--- config.mk ---
export PLATFORM = sky130hd
export DESIGN_NAME = dmem_write_ctrl_flat
export DESIGN_NICKNAME = d
export VERILOG_FILES = /design/src/rtl/dmem_pkg.sv /design/src/rtl/dmem_write_ctrl_if.sv /design/src/rtl/dmem_wr_buffer.sv /design/src/rtl/dmem_write_ctrl.sv /design/src/flat_wrapper.sv
export SDC_FILE = /design/constraint.sdc
export NUM_CORES = 1
export LEC_CHECK = 0
export CORE_ASPECT_RATIO = 1.2
export CORE_MARGIN = 3
export CORE_UTILIZATION = 56
export CTS_BUF_LIST = sky130_fd_sc_hd__clkbuf_4
export DETAILED_ROUTE_END_ITERATION = 16
export GPL_TIMING_DRIVEN = 0
export HOLD_SLACK_MARGIN = 0.15
export PLACE_DENSITY = 0.94
export SLEW_MARGIN = 20
export SYNTH_ARGS = -nofsm -noshare
export SYNTH_HDL_FRONTEND = slang
export SYNTH_SLANG_ARGS = --single-unit
export TNS_END_PERCENT = 50
--- constraint.sdc ---
create_clock -name clk -period 2.9 [get_ports clk]
set_clock_uncertainty 0.15 [all_clocks]
set_input_delay 0.58 -clock clk [delete_from_list [all_inputs] [get_ports clk]]
set_output_delay 0.58 -clock clk [all_outputs]
set_load 0.005 [all_outputs]
--- src/rtl/dmem_pkg.sv ---
// Shared types and default sizing for the data-memory store controller.
package dmem_pkg;

    typedef enum logic [1:0] {
        IDLE   = 2'd0,
        SETUP  = 2'd1,
        STROBE = 2'd2,
        HOLD   = 2'd3
    } state_t;

    localparam int DMEM_DATA_W  = 16;
    localparam int DMEM_ADDR_W  = 16;
    localparam int DMEM_TIMEOUT = 15;

endpackage

--- src/rtl/dmem_write_ctrl_if.sv ---
// Data-memory write bus between the store controller (master) and memory (slave).
interface dmem_write_ctrl_if #(
    parameter int ADDR_W = 16,
    parameter int DATA_W = 16
);
    logic [ADDR_W-1:0] mem_addr;
    logic [DATA_W-1:0] mem_wdata;
    logic              mem_we;
    logic              mem_ack;

    modport master (
        output mem_addr,
        output mem_wdata,
        output mem_we,
        input  mem_ack
    );

    modport slave (
        input  mem_addr,
        input  mem_wdata,
        input  mem_we,
        output mem_ack
    );
endinterface

--- src/rtl/dmem_wr_buffer.sv ---
// Single-entry pending store buffer; load wins over take when both are raised.
module dmem_wr_buffer #(
    parameter int ADDR_W = 16,
    parameter int DATA_W = 16
) (
    input  logic              clk,
    input  logic              rst_n,
    input  logic              load,
    input  logic              take,
    input  logic [ADDR_W-1:0] load_addr,
    input  logic [DATA_W-1:0] load_data,
    output logic              valid,
    output logic [ADDR_W-1:0] addr,
    output logic [DATA_W-1:0] data
);

    always_ff @(posedge clk or negedge rst_n) begin
        if (!rst_n) begin
            valid <= 1'b0;
            addr  <= '0;
            data  <= '0;
        end else if (load) begin
            valid <= 1'b1;
            addr  <= load_addr;
            data  <= load_data;
        end else if (take) begin
            valid <= 1'b0;
        end
    end

endmodule

--- src/rtl/dmem_write_ctrl.sv ---
// Data-memory store controller: SETUP/STROBE/HOLD write cycle with ack/timeout,
// plus a one-deep pending buffer so a second store can be queued mid-write.
module dmem_write_ctrl
    import dmem_pkg::*;
#(
    parameter int DATA_W  = DMEM_DATA_W,
    parameter int ADDR_W  = DMEM_ADDR_W,
    parameter int TIMEOUT = DMEM_TIMEOUT
) (
    input  logic              clk,
    input  logic              rst_n,
    input  logic              dmem_write,
    input  logic [ADDR_W-1:0] AR_out,
    input  logic [DATA_W-1:0] MDR_out,
    output logic              wr_ready,
    output logic              busy,
    output logic              wr_done,
    output logic              wr_err,
    output state_t            state_dbg,
    dmem_write_ctrl_if.master mem
);

    localparam logic [7:0] CNT_LAST = 8'(TIMEOUT - 1);

    // Handshake: a store is taken on any rising edge where dmem_write && wr_ready;
    // with wr_ready low the request is ignored and must be re-presented later.
    logic accept;

    state_t            state, next_state;
    logic [ADDR_W-1:0] active_addr;
    logic [DATA_W-1:0] active_data;
    logic [7:0]        cnt;
    logic              we_q, done_q, err_q;

    logic              pend_valid;
    logic [ADDR_W-1:0] pend_addr;
    logic [DATA_W-1:0] pend_data;

    logic load_new, load_pend, pend_load, pend_take;
    logic cnt_clr, cnt_inc, done_n, err_n;

    assign wr_ready = !pend_valid;
    assign accept   = dmem_write && wr_ready;
    assign busy     = (state != IDLE) || pend_valid;

    dmem_wr_buffer #(.ADDR_W(ADDR_W), .DATA_W(DATA_W)) u_buf (
        .clk       (clk),
        .rst_n     (rst_n),
        .load      (pend_load),
        .take      (pend_take),
        .load_addr (AR_out),
        .load_data (MDR_out),
        .valid     (pend_valid),
        .addr      (pend_addr),
        .data      (pend_data)
    );

    always_comb begin
        next_state = state;
        load_new   = 1'b0;
        load_pend  = 1'b0;
        pend_load  = 1'b0;
        pend_take  = 1'b0;
        cnt_clr    = 1'b0;
        cnt_inc    = 1'b0;
        done_n     = 1'b0;
        err_n      = 1'b0;
        case (state)
            IDLE: begin
                if (accept) begin
                    load_new   = 1'b1;
                    next_state = SETUP;
                end
            end
            SETUP: begin
                cnt_clr    = 1'b1;
                pend_load  = accept;
                next_state = STROBE;
            end
            STROBE: begin
                pend_load = accept;
                // Ack takes precedence over a timeout landing on the same cycle.
                if (mem.mem_ack) begin
                    done_n     = 1'b1;
                    next_state = HOLD;
                end else if (cnt == CNT_LAST) begin
                    err_n      = 1'b1;
                    next_state = HOLD;
                end else begin
                    cnt_inc = 1'b1;
                end
            end
            HOLD: begin
                if (pend_valid) begin
                    pend_take  = 1'b1;
                    load_pend  = 1'b1;
                    next_state = SETUP;
                end else if (accept) begin
                    load_new   = 1'b1;
                    next_state = SETUP;
                end else begin
                    next_state = IDLE;
                end
            end
            default: next_state = IDLE;
        endcase
    end

    always_ff @(posedge clk or negedge rst_n) begin
        if (!rst_n) begin
            state       <= IDLE;
            active_addr <= '0;
            active_data <= '0;
            cnt         <= '0;
            we_q        <= 1'b0;
            done_q      <= 1'b0;
            err_q       <= 1'b0;
        end else begin
            state  <= next_state;
            we_q   <= (next_state == STROBE);
            done_q <= done_n;
            err_q  <= err_n;
            if (cnt_clr) begin
                cnt <= '0;
            end else if (cnt_inc) begin
                cnt <= cnt + 8'd1;
            end
            if (load_new) begin
                active_addr <= AR_out;
                active_data <= MDR_out;
            end else if (load_pend) begin
                active_addr <= pend_addr;
                active_data <= pend_data;
            end
        end
    end

    assign mem.mem_addr  = active_addr;
    assign mem.mem_wdata = active_data;
    assign mem.mem_we    = we_q;
    assign wr_done       = done_q;
    assign wr_err        = err_q;
    assign state_dbg     = state;

endmodule

--- src/flat_wrapper.sv ---
// flat-port wrapper written by rule: the top's interface ports become plain ports
module dmem_write_ctrl_flat import dmem_pkg::*;
#(
    parameter int DATA_W  = DMEM_DATA_W,
    parameter int ADDR_W  = DMEM_ADDR_W,
    parameter int TIMEOUT = DMEM_TIMEOUT
)
  (clk, rst_n, dmem_write, AR_out, MDR_out, wr_ready, busy, wr_done, wr_err, state_dbg, mem_mem_addr, mem_mem_wdata, mem_mem_we, mem_mem_ack);
  dmem_write_ctrl_if #(.ADDR_W(ADDR_W), .DATA_W(DATA_W)) mem_i ();
  input  logic clk;
  input  logic rst_n;
  input  logic dmem_write;
  input  logic [ADDR_W-1:0] AR_out;
  input  logic [DATA_W-1:0] MDR_out;
  output logic wr_ready;
  output logic busy;
  output logic wr_done;
  output logic wr_err;
  output state_t state_dbg;
  output wire logic [$bits(mem_i.mem_addr)-1:0] mem_mem_addr;
  output wire logic [$bits(mem_i.mem_wdata)-1:0] mem_mem_wdata;
  output wire logic [$bits(mem_i.mem_we)-1:0] mem_mem_we;
  input wire logic [$bits(mem_i.mem_ack)-1:0] mem_mem_ack;
  assign mem_mem_addr = mem_i.mem_addr;
  assign mem_mem_wdata = mem_i.mem_wdata;
  assign mem_mem_we = mem_i.mem_we;
  assign mem_i.mem_ack = mem_mem_ack;
  dmem_write_ctrl #(.DATA_W(DATA_W), .ADDR_W(ADDR_W), .TIMEOUT(TIMEOUT)) u_core (.clk(clk), .rst_n(rst_n), .dmem_write(dmem_write), .AR_out(AR_out), .MDR_out(MDR_out), .wr_ready(wr_ready), .busy(busy), .wr_done(wr_done), .wr_err(wr_err), .state_dbg(state_dbg), .mem(mem_i));
endmodule
==> impl_metrics.py <==
metrics = {
    "logic_synthesis": {
        "yosys_warnings": 0,
        "ys.flop_type": "dfrtp_1",
        "synth-seq-cells": 78,
        "syn_inst": 255,
        "syn_area_um2": 3337,
        "yosysMostFrequentCell": "dfrtp_1",
        "synth_common_cells": "dfrtp_1 (78), and3_1 (33), a221o_1 (32), mux2_2 (32), buf_2 (10)",
        "ys_seq_area_frac": 0.5849,
        "synth-async-reset-ratio": 1.000,
        "yosysTopAreaCell": "dfrtp_1",
        "synth-edff-count": 0,
        "ys_top_cells_by_area": "dfrtp_1 (58%), mux2_2 (11%), a221o_1 (9.6%)",
        "synth_top_area_share": 0.5849,
        "avgSynthCellArea_um2": 13.09,
        "syn_nets": 298,
        "ys_types": 32,
    },
    "sta": {
        "fin_crit_sh": 0.8922,
        "setup_tns_ps": 0,
        "relSlewSlack": 0.6741,
        "whs_ps": 363.8,
        "tightest_slew_ps": 482.1,
        "rsz0062_at_grt": "false",
        "hold_viol_final": 0,
        "setup_violations": 0,
        "report.final.slew_viol_count": 0,
        "fmax_mhz": 386.5,
        "period_needed_ps": 2587,
    },
    "layout": {
        "nNetsFinal": 385,
        "regArea_um2": 1952,
        "final_util": 0.7564,
        "fill_cells": 388,
        "area_growth_pct": 29.32,
        "multi_input_area_um2": 1279,
        "antennaDiodeCount": 0,
        "drive_above_1_share": 0.1734,
        "instances_no_fill": 426,
    },
    "die": {
        "die_x_um": 76.47,
        "core_um2": 5705,
        "row_count": 30,
        "pin_count": 75,
        "fp.dieH_um": 90.56,
        "start_util": 0.5849,
        "dieArea_um2": 6925,
    },
    "worst_hold_path": {
        "hold_end": "u_core.u_buf.addr[6]$_DFFE_PN0P_",
        "min_from": "u_core.u_buf.addr[6]$_DFFE_PN0P_",
        "hold-path-cell-count": 1,
        "hold_class": "reg2reg",
    },
    "place": {
        "hpwlAfterDp_mm": 5.460,
        "place.gp.congestion": 0.8502,
        "dp_cells": 410,
        "port_buffers": 74,
    },
    "clock_network": {
        "insertion_delay_ps": 420,
        "ctsResizeCount": 0,
        "numClockSinks": 78,
        "clockBufferDepth": 2,
        "path_clk_slew_ps": 110,
        "htree_levels": 3,
        "numCtsBuffers": 9,
        "cts_root_buffer": "clkbuf_4",
        "tritoncts": "built",
    },
    "worst_setup_path": {
        "critPathCaptureType": "primary output",
        "critical_path_class": "reg2out",
        "rr_worst_depth": 6,
        "cp.arrival_ps": 1860,
        "reg2reg_from": "u_core.state_dbg[0]$_DFF_PN0_",
        "reg2reg_setup_slack_ps": 500,
        "crit_required_ps": 2170,
        "r2r_end": "u_core.mem.mem_wdata[3]$_DFFE_PN0P_",
        "cp-start-kind": "register",
        "path_max_fanout": 5,
    },
    "global_route": {
        "antenna_found_initial": 0,
        "grt_usage": 0.2394,
        "grt_max_degree": 55,
        "grt_pass1_vias": 2626,
        "grt_pass1_wl_mm": 13.05,
        "overflow": 0,
    },
    "power": {
        "p_leak_nw": 2.108,
        "p_total_w": 0.001815,
        "max-vdd-ir-drop_v": 0.0003319,
        "powerDensity_nw_per_um2": 420.7,
    },
    "drt": {
        "vias": 2506,
        "wl_mm": 7.760,
        "dr.pass1.iters": 4,
        "via_per_inst": 5.883,
        "drtIter0Drc": 136,
        "wl_per_cell_um": 18.22,
        "antenna_left": 0,
        "drc_errors": 0,
    },
    "run": {
        "cap_viol_max_count": 0,
    },
    "outcome": {
        "status": "finished, final reports clean",
    },
}
[worst max-delay path by stage]
stage / startpoint / end / slack (ps)
6_report: u_core.state_dbg[0]$_DFF_PN0_ / busy / 310
3_3_place_gp: rst_n / u_core.u_buf.addr[11]$_DFFE_PN0P_ / -1500
4_1_cts: u_core.state_dbg[0]$_DFF_PN0_ / busy / 300
5_1_grt: u_core.state_dbg[0]$_DFF_PN0_ / busy / 260
3_5_place_dp: dmem_write / u_core.mem.mem_wdata[3]$_DFFE_PN0P_ / 420
2_1_floorplan: u_core.state_dbg[0]$_DFF_PN0_ / u_core.mem.mem_addr[0]$_DFFE_PN0P_ / 860
[report_power, final]
part / internal, W / switching (W)
clock: 0.000174 / 0.000360
sequential: 0.00111 / 0.0000149
combinational: 0.000103 / 0.0000540
total: 0.00139 / 0.000429
[metrics by stage]
stage,area [µm²],setup WS [ps]
after global placement,4178,-1495
final,4315,312.6
after global routing,4315,261.5
after floorplan,3337,861.4
after CTS,4315,304.3
after detailed placement,4203,419.4
[layout make-up]
class | count | share of cell area
Buffer | 18 | 0.01943
Clock buffer | 10 | 0.01740
Clock inverter | 5 | 0.006379
Inverter | 6 | 0.005219
Multi-Input combinational cell | 153 | 0.2963
Sequential cell | 78 | 0.4523
Tap cell | 80 | 0.02320
Timing Repair Buffer | 76 | 0.1798
[registers in the layout (all words and copies together), names as in the netlist]
name,cells
u_core.mem.mem_addr,16
u_core.u_buf.addr,16
u_core.u_buf.data,16
u_core.mem.mem_we,1
u_core.cnt,8
u_core.wr_err,1
u_core.mem.mem_wdata,16
u_core.wr_done,1
u_core.u_buf.valid,1
u_core.state_dbg,2
[routing by layer]
metal	GRT usage	wire length, µm	vias up
met4	0.08006	129	0
met5	0	0	-
li1	-	-	1135
met3	0.05289	368	11
met1	0.3048	3229	1279
met2	0.4054	4032	81
[worst max-delay path, cell delays in order, from the launching register on]
cell	delay, ps
dfrtp_1	480
inv_1	150
ha_1	250
nand2_1	70
clkdlybuf4s50_1	490
[kinds of logic after synthesis]
| family | after synthesis | share of synthesized area |
|---|---|---|
| flip-flops | 78 | 0.5849 |
| AND/OR/NAND/NOR | 63 | 0.1140 |
| AO/OA/AOI/OAI | 47 | 0.1245 |
| multiplexers | 32 | 0.1080 |
| buffers and inverters | 24 | 0.03187 |
| adder cells (fa/ha/maj) | 7 | 0.02625 |
| XOR/XNOR | 4 | 0.01050 |
[layout by cell type, fill, tap and decap left out, types with 6 or more instances in the layout]
| cell | synthesis | final |
|---|---|---|
| dfrtp_1 | 78 | 78 |
| clkdlybuf4s50_1 | 0 | 73 |
| and3_1 | 33 | 33 |
| a221o_1 | 32 | 32 |
| mux2_2 | 32 | 32 |
| buf_2 | 10 | 10 |
| clkbuf_4 | 0 | 10 |
| nor2_1 | 8 | 8 |
| ha_1 | 7 | 7 |
| inv_1 | 6 | 6 |
| clkbuf_1 | 6 | 6 |
[timing repair]
| item | 4_1_cts | 5_1_grt |
|---|---|---|
| buffers inserted | 0 | 0 |
| hold endpoints to repair | 24 | 0 |
| hold buffers | 1 | 0 |
No activity file was read; power rests on OpenSTA's default activity.
